## config.mk

```make
export PLATFORM = sky130hd
export DESIGN_NAME = nipcb_spi_arbiter
export DESIGN_NICKNAME = d
export VERILOG_FILES = /design/src/rtl/nipcb_pkg.sv /design/src/rtl/nipcb_spi_arbiter.sv
export SDC_FILE = /design/constraint.sdc
export NUM_CORES = 1
export LEC_CHECK = 0
export BUFFER_PORTS_ARGS = -buffer_cell sky130_fd_sc_hd__clkbuf_2
export CAP_MARGIN = 25
export CORE_MARGIN = 5
export CORE_UTILIZATION = 46
export CTS_CLUSTER_SIZE = 25
export DETAILED_ROUTE_END_ITERATION = 8
export GPL_TIMING_DRIVEN = 1
export PLACE_DENSITY = 0.76
export SETUP_SLACK_MARGIN = 0.1
export SYNTH_ARGS = -nofsm -noshare
export SYNTH_HDL_FRONTEND = slang
export SYNTH_SLANG_ARGS = --single-unit
```

## constraint.sdc

```tcl
create_clock -name clk -period 1.7 [get_ports clk]
set_input_delay 0.085 -clock clk [delete_from_list [all_inputs] [get_ports clk]]
set_output_delay 0.085 -clock clk [all_outputs]
set_load 0.02 [all_outputs]
```

## src/rtl/nipcb_pkg.sv

```systemverilog
// nipcb_pkg: shared encodings for the NIPCB SPI arbiter.
package nipcb_pkg;
  typedef enum logic [1:0] {ARB_IDLE, ARB_START, ARB_XFER} arb_state_t;
  localparam int SLV_DAC = 0;
  localparam int SLV_ADC = 1;
  localparam logic OWN_STIM = 1'b0;
  localparam logic OWN_REC = 1'b1;
  localparam int DEF_O_BW = 16;
  localparam int DEF_I_BW = 14;
endpackage

```

## src/rtl/nipcb_spi_arbiter.sv

```systemverilog
// nipcb_spi_arbiter: request/grant arbiter sharing one SPI master between the stim (DAC write)
// and rec (ADC read) sequencers, with stim priority, a starvation guard and a rec block window.
module nipcb_spi_arbiter
  import nipcb_pkg::*;
#(
  parameter int O_BW = DEF_O_BW,
  parameter int I_BW = DEF_I_BW,
  parameter int STARVE_LIMIT = 4,
  parameter int START_TO = 8
) (
  input  logic            clk,
  input  logic            rstn,
  input  logic            stim_req,
  input  logic [O_BW-1:0] stim_wdata,
  output logic            stim_gnt,
  output logic            stim_done,
  input  logic            rec_req,
  input  logic            rec_block,
  output logic            rec_gnt,
  output logic            rec_done,
  output logic [I_BW-1:0] rec_rdata,
  output logic [O_BW-1:0] spi_odata,
  output logic [1:0]      spi_send,
  output logic [1:0]      spi_recv,
  input  logic [I_BW-1:0] spi_idata,
  input  logic            spi_ready,
  output logic            busy,
  output logic            owner,
  output logic            err
);
  localparam int TW = $clog2(START_TO + 1);
  arb_state_t state;
  logic [7:0] starve_cnt;
  logic [TW-1:0] to_cnt;
  logic rec_elig, starved, arb, stim_win, rec_win;
  assign rec_elig = rec_req & ~rec_block;
  assign starved = rec_elig & (starve_cnt == 8'(STARVE_LIMIT));
  // the IDLE cycle carrying a done/err pulse never arbitrates, forcing a gap before the next grant
  assign arb = (state == ARB_IDLE) & spi_ready & ~(stim_done | rec_done | err);
  assign stim_win = arb & stim_req & ~starved;
  assign rec_win = arb & rec_elig & ~stim_win;
  always_ff @(posedge clk or negedge rstn)
    if (!rstn) begin
      state <= ARB_IDLE;
      starve_cnt <= '0;
      to_cnt <= '0;
      stim_gnt <= 1'b0;
      stim_done <= 1'b0;
      rec_gnt <= 1'b0;
      rec_done <= 1'b0;
      rec_rdata <= '0;
      spi_odata <= '0;
      spi_send <= '0;
      spi_recv <= '0;
      busy <= 1'b0;
      owner <= 1'b0;
      err <= 1'b0;
    end else begin
      stim_gnt <= stim_win;
      rec_gnt <= rec_win;
      spi_send <= '0;
      spi_send[SLV_DAC] <= stim_win;
      spi_recv <= '0;
      spi_recv[SLV_ADC] <= rec_win;
      stim_done <= 1'b0;
      rec_done <= 1'b0;
      err <= 1'b0;
      if (stim_win) spi_odata <= stim_wdata;
      if (rec_win || (state == ARB_IDLE && !rec_elig)) starve_cnt <= '0;
      else if (stim_win && rec_elig && starve_cnt != 8'hFF) starve_cnt <= starve_cnt + 8'd1;
      case (state)
        ARB_IDLE:
          if (stim_win || rec_win) begin
            state <= ARB_START;
            busy <= 1'b1;
            owner <= rec_win ? OWN_REC : OWN_STIM;
            to_cnt <= '0;
          end
        ARB_START:
          if (!spi_ready) state <= ARB_XFER;
          else if (to_cnt == TW'(START_TO - 1)) begin
            err <= 1'b1;
            busy <= 1'b0;
            state <= ARB_IDLE;
          end else to_cnt <= to_cnt + TW'(1);
        ARB_XFER:
          if (spi_ready) begin
            stim_done <= owner == OWN_STIM;
            rec_done <= owner == OWN_REC;
            if (owner == OWN_REC) rec_rdata <= spi_idata;
            busy <= 1'b0;
            state <= ARB_IDLE;
          end
        default: state <= ARB_IDLE;
      endcase
    end
endmodule

```

# Word-level counts from Yosys, hierarchy flattened
# Cells that the tools add are included.
[word_totals]
mem_bits_rw = 0
regBits = 51
latch_bits = 0
memories = 0
word_cells = 79
in_bits = 36
mem_bits_ro = 0
out_inout_bits = 41
[op_classes]
n_reduce_logical = 15
div = 0
n_addsub = 2
mux = 24
shifts = 0
bitwise_logic = 15
n_eq_ne = 11
mul = 0
order_cmp = 0
[ops]
columns = ["cell", "n"]
rows = [
  ["$mux 8", 2],
  ["$mux 1", 12],
  ["$mux 4", 3],
  ["$add 8x1->8 const B", 1],
  ["$and 1x1->1", 8],
  ["$eq 8x3->1 const B", 1],
  ["$mux 2", 4],
  ["$ne 2x2->1 const B", 4],
  ["$ne 8x8->1 const B", 1],
  ["$pmux 4 s2", 1],
  ["$pmux 2 s3", 1],
  ["$reduce_and 3->1", 2],
  ["$not 1->1", 5],
  ["$reduce_and 5->1", 1],
  ["$add 4x1->4 const B", 1],
  ["$eq 4x3->1 const B", 1],
  ["$reduce_and 4->1", 1],
  ["$reduce_bool 2->1", 2],
  ["$logic_and 1x1->1", 3],
  ["$ne 3x3->1 const B", 1],
  ["$pmux 1 s3", 1],
  ["$reduce_bool 3->1", 1],
  ["$eq 2x1->1 const B", 1],
  ["$eq 2x2->1 const B", 1],
  ["other kinds (6)", 8],
]

# Longest topological paths before layout
[logic_depth]
ltp_word = 11
ltp_mapped = 8
ltp_nobuf = 7

# Worst setup path before layout
# Ideal clock, no wire load.
[synth_timing]
kind = "reg2reg"
from = "register rec_done"
to = "register spi_odata[10]"
slack_ps = -239
setup_time_ps = 127
stages_incl_launch_ff = 6
required_ps = 1573
t_arrival_ps = 1812
path_buffers = 1
path_cell_list = "dfrtp_1 > nor4b_4 > nand3_1 > a41oi_4 > buf_6 > mux2_1"
[synth_between]
elab_chain_len = 6
[synth_lines]
columns = ["item", "line", "text"]
rows = [
  ["start, declared", "nipcb_spi_arbiter.sv:20", "output logic rec_done,"],
  ["start signal, assigned", "nipcb_spi_arbiter.sv:50", "rec_done <= 1'b0;"],
  ["start signal, assigned", "nipcb_spi_arbiter.sv:66", "rec_done <= 1'b0;"],
  ["start signal, assigned", "nipcb_spi_arbiter.sv:89", "rec_done <= owner == OWN_REC;"],
  ["$or 1x1->1 (2 in a row)", "nipcb_spi_arbiter.sv:39", "assign arb = (state == ARB_IDLE) & spi_ready & ~(stim_done | rec_done | err);"],
  ["$not 1->1", "nipcb_spi_arbiter.sv:39", ""],
  ["$and 1x1->1", "nipcb_spi_arbiter.sv:39", ""],
  ["$and 1x1->1 (2 in a row)", "nipcb_spi_arbiter.sv:40", "assign stim_win = arb & stim_req & ~starved;"],
  ["named net stim_win", "nipcb_spi_arbiter.sv:35", "logic rec_elig, starved, arb, stim_win, rec_win;"],
  ["end signal, assigned", "nipcb_spi_arbiter.sv:68", "if (stim_win) spi_odata <= stim_wdata;"],
  ["end, declared", "nipcb_spi_arbiter.sv:22", "output logic [O_BW-1:0] spi_odata,"],
]
# The timed path passes the listed nets, and every way through them passes these cells.
# A chain may end at the register's enable or synchronous reset.

# Final worst setup path
[layout_timing]
from = "register starve_cnt[1]"
to = "register starve_cnt[0]"
[layout_between]
elab_chain_len = 8
[layout_lines]
columns = ["item", "line", "text"]
rows = [
  ["start, declared", "nipcb_spi_arbiter.sv:33", "logic [7:0] starve_cnt;"],
  ["start signal, assigned", "nipcb_spi_arbiter.sv:70", "else if (stim_win && rec_elig && starve_cnt != 8'hFF) starve_cnt <= starve_cnt + 8'd1;"],
  ["$eq 8x3->1", "nipcb_spi_arbiter.sv:37", "assign starved = rec_elig & (starve_cnt == 8'(STARVE_LIMIT));"],
  ["$and 1x1->1", "nipcb_spi_arbiter.sv:37", ""],
  ["$not 1->1", "nipcb_spi_arbiter.sv:40", ""],
  ["$and 1x1->1", "nipcb_spi_arbiter.sv:40", ""],
  ["$not 1->1", "nipcb_spi_arbiter.sv:41", "assign rec_win = arb & rec_elig & ~stim_win;"],
  ["$and 1x1->1", "nipcb_spi_arbiter.sv:41", ""],
  ["$logic_or 1x1->1", "nipcb_spi_arbiter.sv:69", "if (rec_win || (state == ARB_IDLE && !rec_elig)) starve_cnt <= '0;"],
  ["$mux 8 / $reduce_bool 2->1 (equally long branches)", "n/a", ""],
]
# Parallel ways exist; a longest one is shown, timed or not.

==> flow_summary.json <==
{
  "ys_top_cells_by_area": "dfrtp_1, mux2_2, ha_1",
  "htree_levels": 2,
  "cts_tree": "built",
  "die_area_um2": 6870,
  "yosys.area.top_type": "dfrtp_1",
  "clock.fmax_ghz": 0.543,
  "die_h_um": 82.9,
  "hold_path.class": "input port to flop",
  "setup_viol": 19,
  "switching_share": 0.403,
  "grt_max_degree": 36,
  "irDropWorstVdd_mv": 1.36,
  "setup_ws_ps": -140,
  "core-area_um2": 5140,
  "synth-main-ff-cell": "dfrtp_1",
  "cts_made_buffers": 5,
  "r2r-start": "starve_cnt[1]",
  "synth_cell_types": 48,
  "area_delta_synth_final_pct": 53.8,
  "port-buffer-count": 74,
  "leakage_nw": 1.81,
  "io_pins": 77,
  "post-route-period-util": 1.08,
  "grt_use_total": 0.186,
  "combinationalPowerShare": 0.531,
  "syn_inst": 202,
  "ys_seq_area_frac": 0.523,
  "syn-cell-area_um2": 2440,
  "syn_avg_cell_area_um2": 12.1,
  "rr_worst_depth": 7,
  "cp_max_fo": 4,
  "viasPerCell": 5.34,
  "nNetsFinal": 369,
  "rsz0062_at_grt": "yes",
  "grt_pass1_vias": 2236,
  "drv_cap": 0,
  "grt_pass1_wl_um": 10700,
  "clock_path_buffers": 2,
  "firstDrtPassIters": 4,
  "synth-seq-cells": 51,
  "slew_violations": 0,
  "hold_viol": 0,
  "violations": "setup timing",
  "intPower_w": 0.00346,
  "yosysWarnings": 0,
  "p_seq_frac": 0.344,
  "crit_path_start": "starve_cnt[1]",
  "p_sw_w": 0.00233,
  "start_util": 0.475,
  "synth.most_common_cell": "dfrtp_1",
  "grt_overflow": 0,
  "finalPower_w": 0.00579,
  "finalWirelength_um": 7020,
  "antennaDiodeCount": 0,
  "hold_start": "stim_wdata[2]",
  "ant_nets": 0,
  "crit_path_end_kind": "flop",
  "clock_latency_ps": 300,
  "wl_per_cell_um": 17.7,
  "cts.sinks": 51,
  "drive_above_1_share": 0.602,
  "critPathKind": "flop to flop",
  "synth_enable_flop_cells": 0,
  "clkTransAtPathRegs_ps": 100,
  "worst_ep_required_time_ps": 1890,
  "power.share.clock": 0.124,
  "die_w_um": 82.9,
  "rows": 26,
  "clock_tree.root_cell": "clkbuf_8",
  "route.detailed.drc": 0,
  "synthArstFlopShare": 1.00,
  "antenna_found_initial": 0,
  "arrival_ps": 2030,
  "fin_skew_ps": 4.15,
  "tns_ps": -2080,
  "reg2reg_setup_slack_ps": -140,
  "cp-start-kind": "flop",
  "status": "finished, violations left",
  "powerDensity_nw_per_um2": 1540,
  "min_delay_path_depth": 2,
  "synthTopCellsByCount": "dfrtp_1, mux2_2, nor2_1, inv_1, nand2_1",
  "yosysTopAreaCellShare": 0.523,
  "post_dp_cell_area_um2": 3150,
  "post-route-min-period_ps": 1840,
  "hpwl_um": 4130,
  "gp_congestion": 0.848,
  "final_area_um2": 3760,
  "drtIter0Drc": 100,
  "dr_total_vias": 2120
}
repair_timing:
| action | 4_1_cts | 5_1_grt |
|---|---|---|
| gates cloned | 1 | 2 |
| setup endpoints to repair | 31 | 37 |
| pin swaps | 21 | 13 |
| hold buffers | 7 | 2 |
| buffers inserted | 13 | 2 |
| hold endpoints to repair | 22 | 2 |
| gates resized for setup | 37 | 35 |
critical path, cell delays in order, from the launching register on:
cell and delay, ps:
dfrtp_1 430, ha_2 190, and3_1 190, and2_4 170, buf_4 140, a21boi_0 290, o22a_1 230, o21ai_1 80
metrics by stage:
| step | hold slack [ps] | worst slack, ps | std cells | util |
|---|---|---|---|---|
| final | 6.69 | -140 | 397 | 0.731 |
| after global placement | 59.3 | -59.3 | 365 | 0.613 |
| after CTS | 1.63 | -102 | 394 | 0.695 |
| after floorplan | -211 | -195 | 203 | - |
| after detailed placement | 63.0 | -81.5 | 365 | 0.613 |
| after global routing | 2.85 | -238 | 397 | 0.731 |
cell usage in the layout (no fill, tap or decap), drive strengths merged, types with 2 or more instances in the layout:
cell type,Yosys,layout
nor2b,3,3
mux2i,2,2
xnor2,4,4
mux2,31,31
ha,7,7
dfrtp,51,51
a21oi,3,3
conb,1,2
dlygate4sd3,0,9
a21boi,2,2
inv,10,11
nor2,14,14
o31ai,2,2
nor4,5,5
and3,2,2
o21ai,7,7
a211oi,2,2
nor3,3,3
buf,7,42
clkbuf,4,82
and2,3,3
nand3,8,8
nor4b,3,3
nand2,10,10
cells by family (layout without fill, tap and decap cells):
logic type	count (synthesis)	after routing	synth area share
AO/OA/AOI/OAI	28	28	0.0876
XOR/XNOR	4	4	0.0143
adder cells (fa/ha/maj)	7	7	0.0359
buffers and inverters	21	145	0.0435
flip-flops	51	51	0.523
multiplexers	33	33	0.151
other	1	2	0.00154
AND/OR/NAND/NOR	57	57	0.143
power by group through the flow:
stage,sequential [W],combinational [W],clock (W)
floorplan,0.00243,0.000963,0
global placement,0.00194,0.00227,0
detailed placement,0.00197,0.00235,0
CTS,0.00195,0.00267,0.000728
global route,0.00205,0.00327,0.000778
finish,0.00199,0.00308,0.000719
final timing paths:
kind                                 endpoint
worst max register to register  starve_cnt[0]
worst min register to register   rec_rdata[2]
worst min-delay path             spi_odata[2]
min in group asynchronous           to_cnt[0]
worst max-delay path            starve_cnt[0]
max in group asynchronous            state[0]
layer usage:
| metal | up-vias | global-route usage | wire length, um |
|---|---|---|---|
| met5 | - | 0 | 0 |
| met4 | 0 | 0.0654 | 149 |
| met3 | 12 | 0.0564 | 510 |
| met2 | 93 | 0.308 | 3480 |
| met1 | 1054 | 0.232 | 2880 |
| li1 | 961 | - | - |
registers in the layout, summed over array words and instances, names as in the netlist:
signal	count
to_cnt	4
busy	1
stim_done	1
spi_send	1
owner	1
starve_cnt	8
rec_done	1
state	2
err	1
spi_recv	1
rec_rdata	14
spi_odata	16
layout make-up:
type / instances / area (um^2)
Fill cell: 331 / 1380
Multi-Input combinational cell: 131 / 1340
Sequential cell: 51 / 1280
Timing Repair Buffer: 127 / 926
Tap cell: 70 / 87.6
Clock buffer: 6 / 72.6
Inverter: 10 / 37.5
Clock inverter: 2 / 16.3
Note: power is estimated with default switching activity, not from simulation.
